$ cat config.mk
export PLATFORM = sky130hd
export DESIGN_NAME = seq_multiplier
export DESIGN_NICKNAME = d
export VERILOG_FILES = /design/src/rtl/mult_pkg.sv /design/src/rtl/adder.sv /design/src/rtl/seq_multiplier.sv
export SDC_FILE = /design/constraint.sdc
export NUM_CORES = 1
export LEC_CHECK = 0
export ABC_AREA = 1
export BUFFER_PORTS_ARGS = -buffer_cell sky130_fd_sc_hd__buf_4
export CORE_MARGIN = 2
export CORE_UTILIZATION = 30
export CTS_BUF_LIST = sky130_fd_sc_hd__clkbuf_16
export DETAILED_ROUTE_END_ITERATION = 10
export PLACE_DENSITY = 0.54
export SLEW_MARGIN = 20
export SYNTH_ARGS = -nofsm -noshare
export SYNTH_HDL_FRONTEND = slang
export SYNTH_SLANG_ARGS = --single-unit
$ cat constraint.sdc
create_clock -name clk -period 3.8 [get_ports clk]
set_input_delay 0.76 -clock clk [delete_from_list [all_inputs] [get_ports clk]]
set_output_delay 0.76 -clock clk [all_outputs]
set_load 0.005 [all_outputs]
$ cat src/rtl/mult_pkg.sv
// Shared types and sizing helpers for the sequential multiplier.
package mult_pkg;

    typedef enum logic [1:0] {IDLE, RUN, FIX, DONE} mult_state_t;

    function automatic int cnt_width(input int n);
        return $clog2(n + 1);
    endfunction

endpackage

$ cat src/rtl/adder.sv
// Catalog ripple adder: plain W-bit sum, carry discarded by the caller's sizing.
module adder #(
    parameter int W = 8
) (
    input  logic [W-1:0] a,
    input  logic [W-1:0] b,
    output logic [W-1:0] sum
);

    assign sum = a + b;

endmodule

$ cat src/rtl/seq_multiplier.sv
// Iterative shift-and-add multiplier: one partial-product add per cycle,
// sign handled by multiplying magnitudes and negating the 2N-bit result.
module seq_multiplier
    import mult_pkg::*;
#(
    parameter int N = 32
) (
    input  logic         clk,
    input  logic         rst,
    input  logic         start,
    input  logic         is_signed,
    input  logic [N-1:0] a,
    input  logic [N-1:0] b,
    output logic         busy,
    output logic         done,
    output logic [N-1:0] hi,
    output logic [N-1:0] lo
);

    localparam int CW = cnt_width(N);

    mult_state_t     state_q, state_d;
    logic [CW-1:0]   cnt_q, cnt_d;
    logic [2*N:0]    p_q, p_d;
    logic [N-1:0]    a_mag_q, a_mag_d;
    logic            neg_q, neg_d;
    logic [N-1:0]    hi_q, hi_d;
    logic [N-1:0]    lo_q, lo_d;

    logic [N:0]      upper_sum;
    logic [N:0]      upper_next;
    logic [N-1:0]    a_mag_in;
    logic [N-1:0]    b_mag_in;
    logic [2*N-1:0]  prod;

    // Upper accumulator is N+1 bits wide so the add carry lands in P[2N].
    adder #(.W(N + 1)) u_adder (
        .a   (p_q[2*N:N]),
        .b   ({1'b0, a_mag_q}),
        .sum (upper_sum)
    );

    always_comb begin
        a_mag_in   = (is_signed && a[N-1]) ? -a : a;
        b_mag_in   = (is_signed && b[N-1]) ? -b : b;
        upper_next = p_q[0] ? upper_sum : p_q[2*N:N];
        prod       = neg_q ? -p_q[2*N-1:0] : p_q[2*N-1:0];

        state_d = state_q;
        cnt_d   = cnt_q;
        p_d     = p_q;
        a_mag_d = a_mag_q;
        neg_d   = neg_q;
        hi_d    = hi_q;
        lo_d    = lo_q;

        case (state_q)
            IDLE, DONE: begin
                state_d = IDLE;
                if (start) begin
                    state_d = RUN;
                    neg_d   = is_signed & (a[N-1] ^ b[N-1]);
                    a_mag_d = a_mag_in;
                    p_d     = {{(N + 1){1'b0}}, b_mag_in};
                    cnt_d   = '0;
                end
            end
            RUN: begin
                p_d   = {1'b0, upper_next, p_q[N-1:1]};
                cnt_d = cnt_q + CW'(1);
                if (cnt_q == CW'(N - 1)) begin
                    state_d = FIX;
                end
            end
            FIX: begin
                {hi_d, lo_d} = prod;
                state_d      = DONE;
            end
            default: state_d = IDLE;
        endcase
    end

    always_ff @(posedge clk) begin
        if (rst) begin
            state_q <= IDLE;
            cnt_q   <= '0;
            p_q     <= '0;
            a_mag_q <= '0;
            neg_q   <= 1'b0;
            hi_q    <= '0;
            lo_q    <= '0;
        end else begin
            state_q <= state_d;
            cnt_q   <= cnt_d;
            p_q     <= p_d;
            a_mag_q <= a_mag_d;
            neg_q   <= neg_d;
            hi_q    <= hi_d;
            lo_q    <= lo_d;
        end
    end

    assign busy = (state_q == RUN) || (state_q == FIX);
    assign done = (state_q == DONE);
    assign hi   = hi_q;
    assign lo   = lo_q;

endmodule

==> key figures, run 1 <==
Pwr
  • Leak: 0.00737 µW
  • Overall Power: 7990 µW
  • Max VDD drop: 0.291 mV
  • Pwr dens: 529 nW/µm²

Clock tree
  • Clock-pin transition on the worst setup and hold timing paths: around 0.070 ns
  • Post-cts resize count: 0
  • CTS Hold Bufs: 0
  • CTS H-tree lvls: 4
  • CTS max path bufs: 2
  • Num CTS Buffers: 17
  • CTS tree: built
  • CTS Sinks: 169
  • Worst skew pair latency: 0.46 ns
  • Root Buffer: clkbuf_16
  • Post-CTS Setup Bufs: 0

Cells and area
  • Share of layout cells above drive strength 1: 10.6%
  • Nets@finish: 2408
  • ANT cells: 0
  • Synth-to-Final Area Change: 15.8%
  • Number of fill cells: 4909

Detailed routing
  • Final WL: 45600 µm
  • Initial drt markers: 1083
  • Drt first pass iters: 5
  • Vias/cell: 4.80
  • ANT nets after route: 0
  • DRC Markers: 0
  • Detailed-route via count: between 10000 and 15000
  • Avg WL per Cell: 15.7 µm

Yosys
  • Top FF cell, synth: dfxtp_1
  • Synth Cell Area: roughly 13000 µm²
  • Synth unique cells: 49
  • Syn nets: 2319
  • Synth top area cells: dfxtp_1 (26%), nand2_1 (17%), inv_1 (8.8%)
  • Synthesized flop and latch total: 169
  • Mean post-synth cell area: 5.91 µm²
  • Post-Syn Instances: 2211
  • YS warnings: 0
  • Area leader, netlist: dfxtp_1
  • Number of flops mapped to enable cells by yosys: 0
  • Post-synth top area share: between 20% and 30%
  • Sequential-to-total area share from yosys stat: 25.9%
  • Ys async rst share: 0%

Global routing
  • Number of global-route vias before repair: 13300
  • Total global-route track usage: 20.6%
  • Global-route wire length before repair: roughly 73000 µm
  • Pin count of the biggest net entering global routing: 74
  • Total grt overflow: 0
  • Initial antenna violation count: 0

Setup path
  • CP peak stage delay: 0.40 ns
  • Cell-by-cell trace of the critical path: ha_1 > inv_1 > fa_1 > inv_1 > nand3_1 > nand3_1 > nand3_1 > nand3_1 > nor2_1 > o21ai_0 > nand2_1 > a21oi_1
  • Crit Path Max Fanout: 5
  • Crit Path Category: reg -> reg
  • Setup slack, reg-to-reg: 1.30 ns
  • Critical Path End Type: flop
  • Slowest cell on crit path: dfxtp_1
  • Setup crit start kind: flop
  • WP data arrival: about 2.9 ns
  • Critical path required time: approximately 4.2 ns
  • CP most frequent cell: nand3_1

STA
  • RSZ-0062 raised after global routing: no
  • Setup tns final: 0 ns
  • Final min period: 2.50 ns
  • Final period util: 65.8%
  • Fin Clk Skew: about 0.0087 ns
  • Hold Fails Final Rpt: 0
  • Highest Clock Rate: around 400 MHz
  • Final setup fails: 0
  • Slew Viols, Final: 0
  • Slew margin rel.: 45.8%
  • Worst Tran Pin Value: 0.814 ns

Floorplan
  • Die area: 45200 µm²
  • Row Count: 76
  • Die height: 213 µm
  • # IOs: 134
  • Starting density of the core: 30.4%
  • Core area: about 43000 µm²
  • Die width: 213 µm

Outcome
  • Outcome: completed

Placed design
  • GPL Wtd Cong: 0.893
  • DPL Wire Length: 36800 µm
  • Count of input and output buffers: 133

Run
  • Max_cap viols: 0

Hold path
  • Hold WC Path Type: reg -> reg
where the power goes:
part	internal [µW]	total [µW]	leakage (µW)	switching (µW)
clock	833	1630	0.000259	797
combinational	1280	3710	0.00572	2420
sequential	2190	2660	0.00138	471
total	4300	7990	0.00737	3690
final timing paths:
path / start / endpoint / cells after the start
setup / recovery: p_q[32] / p_q[43] / 12
hold / removal: lo[30] / lo[30] / 2
setup reg to reg: p_q[32] / p_q[43] / 12
hold reg to reg: lo[30] / lo[30] / 2
sequential cells by signal, summed over array words and instances, names as in the netlist:
register and count:
p_q 64, state_q 2, cnt_q 6, neg_q 1
hi 32, a_mag_q 32, lo 32
worst max-delay path, delay by kind of cell (launching register included):
family | cells | cell delay (ns)
AND/OR/NAND/NOR | 6 | 0.76
AO/OA/AOI/OAI | 2 | 0.42
buffers and inverters | 2 | 0.20
flip-flops | 1 | 0.40
adder cells (fa/ha/maj) | 2 | 0.63
layout make-up:
class                           instances  area [µm²]  area share, %
Clock buffer                           17         425           2.81
Clock inverter                         15         104          0.687
Inverter                              316        1190           7.84
Multi-Input combinational cell       1648        8180           54.1
Sequential cell                       169        3380           22.4
Tap cell                              585         732           4.84
Timing Repair Buffer                  148        1110           7.35
layer usage:
| metal | wire length (µm) | vias up | track usage [%] |
|---|---|---|---|
| met5 | 0 | - | 0 |
| met4 | 820 | 0 | 5.47 |
| met3 | 1860 | 46 | 2.63 |
| met2 | 20400 | 302 | 33.6 |
| met1 | 22500 | 6277 | 28.6 |
| li1 | - | 7294 | - |
cells in the final DEF, fill, tap and decap left out, types with 2 or more instances in the layout:
master      instances
a21o_1              4
a21oi_1           188
a22oi_1             2
a31oi_1             4
and3_1              2
buf_4             148
clkbuf_16          17
clkinv_1            3
clkinv_2            2
clkinv_4            5
clkinvlp_4          2
dfxtp_1           168
ha_1               38
inv_1             306
inv_2              11
nand2_1           588
nand2_2             9
nand2_4             3
nand3_1           161
nand3_2             7
nand3_4             2
nand3b_1            6
nand4_1            35
nor2_1            287
nor2_2              9
nor2_4             11
nor3_1             10
nor3_2              4
nor3b_1             2
nor4_1              4
o211ai_1           27
o21ai_0           133
o21ai_1            16
o21ai_2             3
o21bai_1            5
o221ai_1           14
o31ai_1             4
or2_2               4
xnor2_1             8
xor2_1             47
synth_stat cells (5+ instances only):
library cell and instances:
o21ai_0 133, nand2_1 588, o211ai_1 27, dfxtp_1 169
inv_1 305, buf_1 9, xnor2_1 8, nor3_1 10
nor2_1 287, xor2_1 47, nand3_2 7, nand2_2 9
nand4_1 35, buf_2 17, o221ai_1 14, o21bai_1 5
nor2_2 9, ha_1 39, clkbuf_1 49, o21ai_1 16
nor2_4 11, nand3b_1 6, a21oi_1 188, nand3_1 161
inv_2 10
per-stage QoR:
step	utilization (%)	std cells	hold WS (ns)	instance area, µm²	worst slack [ns]
6_report	35.2	2898	0.488	15100	1.30
3_5_place_dp	33.9	2866	0.472	14600	1.11
3_3_place_gp	33.9	2866	0.463	14600	1.09
5_1_grt	35.2	2898	0.516	15100	1.09
4_1_cts	35.2	2898	0.488	15100	1.28
2_1_floorplan	-	2211	0.462	13100	1.69
kinds of logic after synthesis:
kind of cell             share of synthesized area [%]
XOR/XNOR                                          3.69
flip-flops                                        25.9
buffers and inverters                             11.6
AO/OA/AOI/OAI                                     17.1
AND/OR/NAND/NOR                                   37.8
adder cells (fa/ha/maj)                           3.89
Power figures use the tool's default switching activity.
==> inputs of run 2 (changes only) <==
--- a/config.mk
+++ b/config.mk
@@ -11,7 +11,7 @@
 export CORE_UTILIZATION = 30
 export CTS_BUF_LIST = sky130_fd_sc_hd__clkbuf_16
 export DETAILED_ROUTE_END_ITERATION = 10
-export PLACE_DENSITY = 0.54
+export PLACE_DENSITY = 0.56
 export SLEW_MARGIN = 20
 export SYNTH_ARGS = -nofsm -noshare
 export SYNTH_HDL_FRONTEND = slang
==> constraint.sdc (replaced) <==
create_clock -name clk -period 2.15 [get_ports clk]
set_input_delay 0.43 -clock clk [delete_from_list [all_inputs] [get_ports clk]]
set_output_delay 0.43 -clock clk [all_outputs]
set_load 0.005 [all_outputs]
==> run 2 against run 1 <==
  * Core utilization increased by 2.1 points
  * Worst hold slack got worse by 0.25 ns
  * First-iteration DRC count decreased by 3.9%
  * Global-route usage about the same
  * Sequential share of layout area decreased by 1.2 points
  * Die area unchanged
==> key figures, run 2 (synthesis results as in run 1) <==
Pwr
  • Leak: just under 0.008 µW
  • Overall Power: ~15000 µW
  • Max VDD drop: slightly below 0.6 mV
  • Pwr dens: 948 nW/µm²

Cells and area
  • Share of layout cells above drive strength 1: 14.6%
  • Synth-to-Final Area Change: 22.6%
  • Nets@finish: approximately 2500
  • Final Non-Filler Cells: about 3000
  • Max FFs per register: 64
  • Most common cell after layout, fill and taps aside: nand2_1
  • Core occupancy in the finished layout: 37.3%
  • Most flop-heavy register: p_q
  • ANT cells: 0
  • Commonest non-fill, non-tap cells in the layout: nand2_1 (587), inv_1 (304), nor2_1 (285), buf_4 (216), a21oi_1 (188)

Global routing
  • Initial antenna violation count: 0
  • Global-route wire length before repair: 72700 µm
  • Total grt overflow: 0
  • Pin count of the biggest net entering global routing: 103
  • Total global-route track usage: slightly above 20%
  • Number of global-route vias before repair: 13500

Floorplan
  • Die width: 213 µm
  • Row Count: 76
  • Die height: 213 µm
  • # IOs: between 100 and 150
  • Die area: ~45000 µm²
  • Starting density of the core: about 30%
  • Core area: between 40000 and 50000 µm²

Setup path
  • Delay-heaviest family, CP: simple AND/OR/NAND/NOR gates
  • Critical Path End Type: flop
  • Crit Path Category: reg -> reg
  • Setup crit start kind: flop
  • CP peak stage delay: between 0.4 and 0.5 ns
  • Buf+Inv Stages, Crit Path: 0
  • Crit Path Max Fanout: 5
  • Cell-by-cell trace of the critical path: ha_1 > nand2_1 > nor2_1 > nand2_1 > nor2_1 > nand2_1 > nand4_1 > nand3_1 > nand2_1 > a21oi_1
  • WP data arrival: 2.38 ns
  • Slowest cell on crit path: ha_1
  • Setup slack, reg-to-reg: 0.1 ns
  • R2R Path End: p_q[56]
  • CP most frequent cell: nand2_1
  • Critical path required time: 2.48 ns
  • R2R depth: 10
  • Worst r2r src: p_q[48]

Placed design
  • Post-Place Setup Slack: about 0.0087 ns
  • Count of input and output buffers: 133
  • GPL Wtd Cong: 0.916
  • DPL Wire Length: 36800 µm
  • Placed cell count: 2942

STA
  • Highest Clock Rate: slightly below 500 MHz
  • Final setup fails: 0
  • Slew margin rel.: 54.8%
  • Setup tns final: 0 ns
  • RSZ-0062 raised after global routing: no
  • Worst Tran Pin Value: 0.677 ns
  • Final min period: around 2.1 ns
  • Final period util: between 90 and 100%
  • Slew Viols, Final: 0
  • Hold Fails Final Rpt: 0
  • Fin Clk Skew: 0.0139 ns
  • Setup WS post-layout: a little under 0.1 ns

Detailed routing
  • Drt first pass iters: 6
  • Vias/cell: 4.82
  • Final WL: 46400 µm
  • Avg WL per Cell: 15.6 µm
  • DRC Markers: 0
  • ANT nets after route: 0
  • Detailed-route via count: 14300
  • Initial drt markers: 1041

Run
  • Max_cap viols: 0

Hold path
  • Number of cells on the worst hold path: 3
  • Hold endpoint: a_mag_q[17]
  • Hold_sp: a[17]
  • Hold WC Path Type: in -> reg

Clock tree
  • CTS max path bufs: 2
  • CTS tree: built
  • Worst skew pair latency: 0.45 ns
  • Root Buffer: clkbuf_16
  • CTS Sinks: roughly 170
  • Num CTS Buffers: 17
  • CTS H-tree lvls: 4
  • Clock-pin transition on the worst setup and hold timing paths: 0.07 ns

Outcome
  • Outcome: completed
[run 2: cell types whose count changed in the layout (fill, tap and decap cells not counted), moves of 4 or more]
cell and delta:
buf_4 +68, dfxtp_1 -4, bufinv_16 +4, buf_12 +8
ha_1 -8, inv_6 +6, dfxtp_2 +4, ha_4 +5
[run 2: worst register-to-register path: stages (launching register included)]
cell and delay [ns]:
dfxtp_2 0.38, ha_1 0.41, nand2_1 0.13, nor2_1 0.22, nand2_1 0.12, nor2_1 0.09
nand2_1 0.10, nand4_1 0.09, nand3_1 0.19, nand2_1 0.13, a21oi_1 0.07
[run 2: timing repair]
| action | in CTS | in global routing |
|---|---|---|
| hold endpoints to repair | 0 | 0 |
| hold buffers | 0 | 0 |
| gates resized for setup | 0 | 22 |
| endpoints found under the setup margin | 0 | 17 |
| buffers inserted | 0 | 1 |
[run 2: worst max-delay path by stage]
stage / from / to / slack (ns) / depth (start not counted)
CTS: p_q[32] / p_q[59] / 0.06 / 13
floorplan: p_q[0] / lo[24] / 0.04 / 14
finish: p_q[48] / p_q[56] / 0.1 / 10
global route: a_mag_q[3] / p_q[62] / 0.0002 / 12
global placement: a[0] / a_mag_q[28] / 0.05 / 12
detailed placement: a[0] / a_mag_q[28] / 0.009 / 12
[run 2: power by group]
group          internal [µW]  switching (µW)  leakage, µW
Clock                   1970            1450     0.000314
Combinational           2650            4560      0.00614
Sequential              3870             685      0.00139
[run 2: through the flow]
step	instance area [µm²]	hold WS, ns
4_1_cts	15900	0.221
3_3_place_gp	15300	0.466
5_1_grt	16000	0.250
6_report	16000	0.238
2_1_floorplan	13100	0.462
3_5_place_dp	15300	0.476
[run 2: metal layers]
metal | global-route usage [%] | wire length, µm | up-vias | part of all wire (%)
li1 | - | - | 7449 | -
met1 | 29.2 | 22800 | 6513 | 49
met2 | 32.7 | 20500 | 341 | 44
met3 | 3.06 | 2230 | 45 | 4.8
met4 | 5.14 | 855 | 0 | 1.8
met5 | 0 | 0 | - | 0
[run 2: area by class of cell]
cell class | instances | area [µm²]
Clock inverter | 15 | 209
Sequential cell | 169 | 3390
Fill cell | 4811 | 27000
Multi-Input combinational cell | 1648 | 8280
Timing Repair Buffer | 225 | 1790
Clock buffer | 17 | 425
Tap cell | 585 | 732
Inverter | 316 | 1190
